==> src/rtl/doorlock_pkg.sv <==
// Shared types and helpers for the keypad door lock controller.
// Holds the FSM state encoding and the one-hot key decoder.
package doorlock_pkg;

    localparam int DIGIT_W = 4;
    localparam int KEY_W   = 10;

    typedef enum logic [1:0] {
        ENTRY   = 2'd0,
        CHECK   = 2'd1,
        OPEN    = 2'd2,
        LOCKOUT = 2'd3
    } state_t;

    // Returns {valid, digit}. Valid only when exactly one key bit is set.
    function automatic logic [DIGIT_W:0] onehot_to_digit(input logic [KEY_W-1:0] key);
        logic [DIGIT_W:0] res;
        res = '0;
        for (int i = 0; i < KEY_W; i++) begin
            if (key == (KEY_W'(1) << i)) begin
                res = {1'b1, DIGIT_W'(i)};
            end
        end
        return res;
    endfunction

endpackage

==> src/rtl/doorlock_timer.sv <==
// Loadable down-counter that parks at zero; done is high while the count is zero.
// Shared by the unlock window and the lockout period.
module doorlock_timer #(
    parameter int W = 13
) (
    input  logic         clock,
    input  logic         reset,
    input  logic         load,
    input  logic [W-1:0] load_val,
    output logic         done
);

    logic [W-1:0] count_q;
    logic [W-1:0] count_d;

    always_comb begin
        count_d = count_q;
        if (load) begin
            count_d = load_val;
        end else if (count_q != '0) begin
            count_d = count_q - W'(1);
        end
    end

    always_ff @(posedge clock or negedge reset) begin
        if (!reset) begin
            count_q <= '0;
        end else begin
            count_q <= count_d;
        end
    end

    assign done = (count_q == '0);

endmodule

==> src/rtl/doorlock_ctrl.sv <==
// Keypad door lock: assembles a CODE_LEN-digit entry, checks it, drives unlock and lockout.
// Define DOORLOCK_CODE_CHANGE_EN to allow rewriting the stored code while the door is open.
module doorlock_ctrl
    import doorlock_pkg::*;
#(
    parameter int          CODE_LEN       = 4,
    parameter logic [31:0] DEFAULT_CODE   = 32'h0000_1234,
    parameter int          UNLOCK_CYCLES  = 1000,
    parameter int          MAX_FAIL       = 3,
    parameter int          LOCKOUT_CYCLES = 5000
) (
    input  logic             clock,
    input  logic             reset,
    input  logic [KEY_W-1:0] button_on,
    input  logic             enter,
    output logic             unlock,
    output logic             error,
    output logic             locked_out,
    output logic [3:0]       digit_cnt,
    output state_t           state_dbg
);

    localparam int BUF_W   = CODE_LEN * DIGIT_W;
    localparam int MAX_DUR = (UNLOCK_CYCLES > LOCKOUT_CYCLES) ? UNLOCK_CYCLES : LOCKOUT_CYCLES;
    localparam int TIMER_W = (MAX_DUR > 1) ? $clog2(MAX_DUR) : 1;
    localparam int FAIL_W  = (MAX_FAIL > 1) ? $clog2(MAX_FAIL + 1) : 1;

    localparam logic [BUF_W-1:0] RESET_CODE = DEFAULT_CODE[BUF_W-1:0];
    localparam logic [3:0]       CODE_LEN_C = 4'(CODE_LEN);

    state_t              state_q, state_d;
    logic [BUF_W-1:0]    buf_q, buf_d;
    logic [3:0]          cnt_q, cnt_d;
    logic [FAIL_W-1:0]   fail_q, fail_d;
    logic                unlock_q, unlock_d;
    logic                error_q, error_d;
    logic                locked_out_q, locked_out_d;

    logic [BUF_W-1:0]    stored_code;
    logic                timer_load;
    logic [TIMER_W-1:0]  timer_val;
    logic                timer_done;

    logic [DIGIT_W:0]    key_dec;
    logic                key_valid;
    logic [DIGIT_W-1:0]  key_digit;
    logic                press_ok;
    logic [BUF_W-1:0]    buf_shift;
    logic                match;
    logic [FAIL_W-1:0]   fail_inc;

    assign key_dec   = onehot_to_digit(button_on);
    assign key_valid = key_dec[DIGIT_W];
    assign key_digit = key_dec[DIGIT_W-1:0];
    // Presses past a full buffer are dropped rather than shifting out old digits.
    assign press_ok  = key_valid && (cnt_q < CODE_LEN_C);
    assign buf_shift = (buf_q << DIGIT_W) | BUF_W'(key_digit);
    assign match     = (cnt_q == CODE_LEN_C) && (buf_q == stored_code);
    assign fail_inc  = fail_q + FAIL_W'(1);

`ifdef DOORLOCK_CODE_CHANGE_EN
    logic [BUF_W-1:0] code_q, code_d;

    always_ff @(posedge clock or negedge reset) begin
        if (!reset) begin
            code_q <= RESET_CODE;
        end else begin
            code_q <= code_d;
        end
    end

    assign stored_code = code_q;
`else
    assign stored_code = RESET_CODE;
`endif

    doorlock_timer #(
        .W (TIMER_W)
    ) u_timer (
        .clock    (clock),
        .reset    (reset),
        .load     (timer_load),
        .load_val (timer_val),
        .done     (timer_done)
    );

    always_comb begin
        state_d      = state_q;
        buf_d        = buf_q;
        cnt_d        = cnt_q;
        fail_d       = fail_q;
        unlock_d     = unlock_q;
        locked_out_d = locked_out_q;
        error_d      = 1'b0;
        timer_load   = 1'b0;
        timer_val    = '0;
`ifdef DOORLOCK_CODE_CHANGE_EN
        code_d       = code_q;
`endif
        case (state_q)
            ENTRY: begin
                // Enter wins over a simultaneous press; that digit is lost.
                if (enter) begin
                    state_d = CHECK;
                end else if (press_ok) begin
                    buf_d = buf_shift;
                    cnt_d = cnt_q + 4'd1;
                end
            end
            CHECK: begin
                buf_d = '0;
                cnt_d = '0;
                if (match) begin
                    state_d    = OPEN;
                    fail_d     = '0;
                    unlock_d   = 1'b1;
                    timer_load = 1'b1;
                    timer_val  = TIMER_W'(UNLOCK_CYCLES - 1);
                end else begin
                    error_d = 1'b1;
                    fail_d  = fail_inc;
                    if (fail_inc == FAIL_W'(MAX_FAIL)) begin
                        state_d      = LOCKOUT;
                        locked_out_d = 1'b1;
                        timer_load   = 1'b1;
                        timer_val    = TIMER_W'(LOCKOUT_CYCLES - 1);
                    end else begin
                        state_d = ENTRY;
                    end
                end
            end
            OPEN: begin
                if (timer_done) begin
                    state_d  = ENTRY;
                    unlock_d = 1'b0;
                    buf_d    = '0;
                    cnt_d    = '0;
                end
`ifdef DOORLOCK_CODE_CHANGE_EN
                else if (enter) begin
                    buf_d = '0;
                    cnt_d = '0;
                    if (cnt_q == CODE_LEN_C) begin
                        code_d     = buf_q;
                        state_d    = ENTRY;
                        unlock_d   = 1'b0;
                        timer_load = 1'b1;
                    end
                end else if (press_ok) begin
                    buf_d = buf_shift;
                    cnt_d = cnt_q + 4'd1;
                end
`endif
            end
            LOCKOUT: begin
                if (timer_done) begin
                    state_d      = ENTRY;
                    fail_d       = '0;
                    locked_out_d = 1'b0;
                end
            end
            default: begin
                state_d = ENTRY;
            end
        endcase
    end

    always_ff @(posedge clock or negedge reset) begin
        if (!reset) begin
            state_q      <= ENTRY;
            buf_q        <= '0;
            cnt_q        <= '0;
            fail_q       <= '0;
            unlock_q     <= 1'b0;
            error_q      <= 1'b0;
            locked_out_q <= 1'b0;
        end else begin
            state_q      <= state_d;
            buf_q        <= buf_d;
            cnt_q        <= cnt_d;
            fail_q       <= fail_d;
            unlock_q     <= unlock_d;
            error_q      <= error_d;
            locked_out_q <= locked_out_d;
        end
    end

    assign unlock     = unlock_q;
    assign error      = error_q;
    assign locked_out = locked_out_q;
    assign digit_cnt  = cnt_q;
    assign state_dbg  = state_q;

endmodule

==> config.mk <==
export PLATFORM = sky130hd
export DESIGN_NAME = doorlock_ctrl
export DESIGN_NICKNAME = d
export VERILOG_FILES = /design/src/rtl/doorlock_pkg.sv /design/src/rtl/doorlock_timer.sv /design/src/rtl/doorlock_ctrl.sv
export SDC_FILE = /design/constraint.sdc
export NUM_CORES = 1
export LEC_CHECK = 0
export ABC_AREA = 1
export CAP_MARGIN = 20
export CORE_MARGIN = 5
export CORE_UTILIZATION = 31
export DETAILED_ROUTE_END_ITERATION = 7
export HOLD_SLACK_MARGIN = 0.03
export PLACE_DENSITY = 0.55
export SYNTH_ARGS = -nofsm -noshare
export SYNTH_HDL_FRONTEND = slang
export SYNTH_SLANG_ARGS = --single-unit
==> constraint.sdc <==
create_clock -name clock -period 2.1 [get_ports clock]
set_input_delay 0.42 -clock clock [delete_from_list [all_inputs] [get_ports clock]]
set_output_delay 0.42 -clock clock [all_outputs]
set_load 0.01 [all_outputs]
==> results of run 1 <==
## critical path, stage by stage
cell	delay, ps
sky130_fd_sc_hd__clkdlybuf4s50_1	560
sky130_fd_sc_hd__nor2_4	80
sky130_fd_sc_hd__nand2_4	100
sky130_fd_sc_hd__nor2_1	50
sky130_fd_sc_hd__nand2_1	70
sky130_fd_sc_hd__nand2_1	50
sky130_fd_sc_hd__nor2_1	130
sky130_fd_sc_hd__nand2_1	80
sky130_fd_sc_hd__nand2_2	80
sky130_fd_sc_hd__nand2_2	240
sky130_fd_sc_hd__nand2_1	140
sky130_fd_sc_hd__nand2_1	60
## metrics by stage
stage          hold slack (ps)  cell area [um2]  setup TNS (ps)  cells
4_1_cts                  115.6             3033               0    511
5_1_grt                  134.0             3033               0    511
6_report                 91.67             3033               0    511
3_5_place_dp             439.0             2955           -1356    504
2_1_floorplan            124.4             2575               0    375
3_3_place_gp             424.5             2955          -631.3    504
## per-layer routing
metal / GRT usage [%] / vias up / part of all wire [%]
met5: 0 / - / 0
met4: 2.863 / 0 / 0.89
met3: 2.548 / 8 / 2.8
met2: 19.37 / 30 / 45
met1: 17.49 / 1119 / 51
li1: - / 1218 / -
## cell families (layout without fill, tap and decap cells)
| family | after synthesis | after routing | synth area share (%) |
|---|---|---|---|
| simple gates | 230 | 230 | 38.44 |
| buf+inv | 66 | 97 | 10.59 |
| flops | 40 | 40 | 38.87 |
| compound gates | 21 | 21 | 4.519 |
| fa+ha+maj | 10 | 10 | 4.859 |
| xor+xnor | 8 | 8 | 2.721 |
## where the power goes
part	total [uW]	switching, uW	internal, uW	leakage [uW]
Clock	500	274	226	0.0000410
Sequential	1140	182	956	0.000514
Combinational	1320	814	502	0.00101
Total	2950	1270	1680	0.00156
## worst max path at each step
stage	endpoint	cells past startpoint	start	slack, ps
2_1_floorplan	buf_q[10]	7	state_dbg[0]	460
3_3_place_gp	buf_q[12]	12	button_on[1]	-40
3_5_place_dp	buf_q[12]	12	button_on[1]	-90
4_1_cts	buf_q[11]	12	button_on[1]	220
5_1_grt	buf_q[10]	12	button_on[1]	7
6_report	buf_q[12]	12	button_on[1]	220
## cell usage in the layout (no fill, tap or decap), types with 8 or more instances in the layout
cell	count
sky130_fd_sc_hd__buf_4	11
sky130_fd_sc_hd__clkdlybuf4s50_1	20
sky130_fd_sc_hd__dfrtp_1	40
sky130_fd_sc_hd__ha_1	10
sky130_fd_sc_hd__inv_1	56
sky130_fd_sc_hd__nand2_1	105
sky130_fd_sc_hd__nand3_1	36
sky130_fd_sc_hd__nor2_1	59
sky130_fd_sc_hd__nor2_2	8
sky130_fd_sc_hd__o21ai_0	8
## layout make-up
cell class / count / area (um2) / share of cell area (%)
Clock buffer: 6 / 72.57 / 2.393
Clock inverter: 1 / 5.005 / 0.1650
Inverter: 57 / 214.0 / 7.054
Multi-Input combinational cell: 269 / 1301 / 42.90
Sequential cell: 40 / 1001 / 33.00
Tap cell: 105 / 131.4 / 4.332
Timing Repair Buffer: 33 / 307.8 / 10.15
## registers in the layout (all words and copies together), names as in the netlist
register	flops
state_dbg	2
unlock	1
error	1
fail_q	2
digit_cnt	4
locked_out	1
buf_q	16
u_timer.count_q	13
==> flow_results.org, run 1 <==
** Run status
- The run finished with clean final reports.

** Die
- Horizontal extent of the die :: 101.1 um
- Core outline area :: 8175 um2
- The die covers 10230 um2.
- Ports placed on the boundary :: 22
- The floorplan step set the die height to 101.1 um.
- Number of rows created at floorplan :: 33
- The initial utilization of the core area, before any placement, comes to 31.50%.

** Setup path
- Kind of capture point of the worst setup path :: flip-flop
- Data on the critical path arrives at its endpoint at 2060 ps.
- Internal reg-to-reg setup slack :: 260 ps
- The endpoint identified for the worst register-to-register timing path is buf_q[12].
- Setup CP Type :: input pin to flip-flop
- The worst register-to-register path has a depth of 12.
- Critical Path Source Type :: input pin
- Along the worst path, the maximum fanout reaches 20.
- Required arrival time at the worst endpoint :: 2290 ps
- The startpoint identified for the worst register-to-register timing path is u_timer.count_q[0].

** Clocking
- Clk sinks :: 40
- Clock tree root buffer cell :: sky130_fd_sc_hd__clkbuf_8
- Skew-Pair Late Insertion Delay :: 290 ps
- Post-CTS Resized :: 0
- # H-tree levels :: 2
- TritonCTS built the clock tree.
- Post-CTS Hold Fix Bufs :: 0
- Clock tree synthesis inserted a total of 5 buffers.
- In this run the post-CTS setup repair buffer count came out at 0.
- The longest clock path from root to sink contains 2 buffers.
- Clock-pin slew was measured on the worst setup and hold paths at 80 ps.

** Drt
- Wire per inst :: 11.70 um
- Antenna viol nets, final :: 0
- Post-DR vias/cell :: 4.648
- The routed design has 5981 um of wire.
- Drt first-iter violations :: 72
- DRC :: 0
- Number of iterations in the first detailed-routing pass :: 4
- Summing over every cut layer, the via total after detailed routing is 2375.

** Final layout
- The number of antenna diodes in the final layout is 0.
- Core occupancy in the finished layout :: 37.10%
- At the end of the flow, the number of nets in the layout was 429.
- The post-route netlist has 8.621% of its cells at a drive strength greater than 1.
- After filler insertion, the fill cell instance count of the layout stands at 876.
- From synthesis to final layout, the design area changed by 17.78%.

** Timing
- Headroom to the max-slew limit came out at 65.64%.
- The clock arrives with 6.774 ps of skew.
- In the finished design, the share of the clock period the worst path needs comes to 89.36%.
- In the post-route analysis, the smallest setup slack over all paths is 223.5 ps.
- Setup violations remaining at the end of the flow were counted as 0.
- The final hold violation count was 0.
- The max-slew violation count was 0.
- Actual transition at the worst max-transition pin :: 515.4 ps
- RSZ-0062 raised after global routing :: no
- FMAX :: 532.9 MHz
- The smallest clock period supported by the final layout is computed as 1877 ps.

** Place
- Pre-CTS setup slack :: -89.32 ps
- During placement, the flow inserted port buffers numbering 21.
- Weighted congestion reported at the end of routability-driven placement :: 0.8223
- Total half-perimeter wirelength after legalization and detailed placement :: 4422 um

** Logic synthesis
- Most frequently used cell type in the post-synthesis netlist :: sky130_fd_sc_hd__nand2_1
- Top cells by count, synth :: sky130_fd_sc_hd__nand2_1 (105), sky130_fd_sc_hd__nor2_1 (59), sky130_fd_sc_hd__inv_1 (56)
- Of all flip-flops after synthesis, the portion carrying an async set or reset was 100.0%.
- Mapped Cells :: 375
- Number of synthesized flops with an enable pin :: 0
- FF+latch count, synth :: 40
- Averaged over all synthesized cells, the footprint is 6.867 um2.
- Distinct cell type count of the synthesized netlist :: 27
- Syn_nets :: 398
- Most used flip-flop cell after synthesis :: sky130_fd_sc_hd__dfrtp_1
- The biggest area contributor in the post-synthesis netlist is sky130_fd_sc_hd__dfrtp_1.
- The Yosys step of the flow raised 0 warnings.
- Share of Yosys cell area claimed by the top area cell type :: 38.87%
- In the post-synthesis netlist, the biggest area contributors are sky130_fd_sc_hd__dfrtp_1 (39%), sky130_fd_sc_hd__nand2_1 (15%), sky130_fd_sc_hd__nor2_1 (8.6%).
- The mapped netlist covers 2575 um2.
- Sequential elements use 38.87% of the synthesized area.

** GRT
- Global routing usage summed across all routing layers :: 12.34%
- The number of antenna violations at the first check in global routing was 0.
- The first global-routing pass estimated 10340 um of wire.
- Entering global routing, the biggest net connects 22 pins.
- Overall overflow remaining after global route :: 0
- Via count of the first global-routing pass :: 2218

** Min path
- The path class of the tightest hold or removal check is input pin to asynchronous set/reset pin.

** Power
- Power density over the cells :: 974.0 nW/um2
- Worst VDD drop :: 0.0003439 V
- Final Power :: 2954 uW
- For this design the static power due to leakage is 0.001564 uW.

** Run
- Across the run, the number of max-cap violations was 0.
No activity file was read; power rests on OpenSTA's default activity.
==> run 2: changes to the inputs <==
--- a/config.mk
+++ b/config.mk
@@ -12,6 +12,7 @@
 export DETAILED_ROUTE_END_ITERATION = 7
 export HOLD_SLACK_MARGIN = 0.03
 export PLACE_DENSITY = 0.55
+export SLEW_MARGIN = 40
 export SYNTH_ARGS = -nofsm -noshare
 export SYNTH_HDL_FRONTEND = slang
 export SYNTH_SLANG_ARGS = --single-unit
==> results of run 2 <==
Final layout, timing and power as in run 1 (identical DEF).
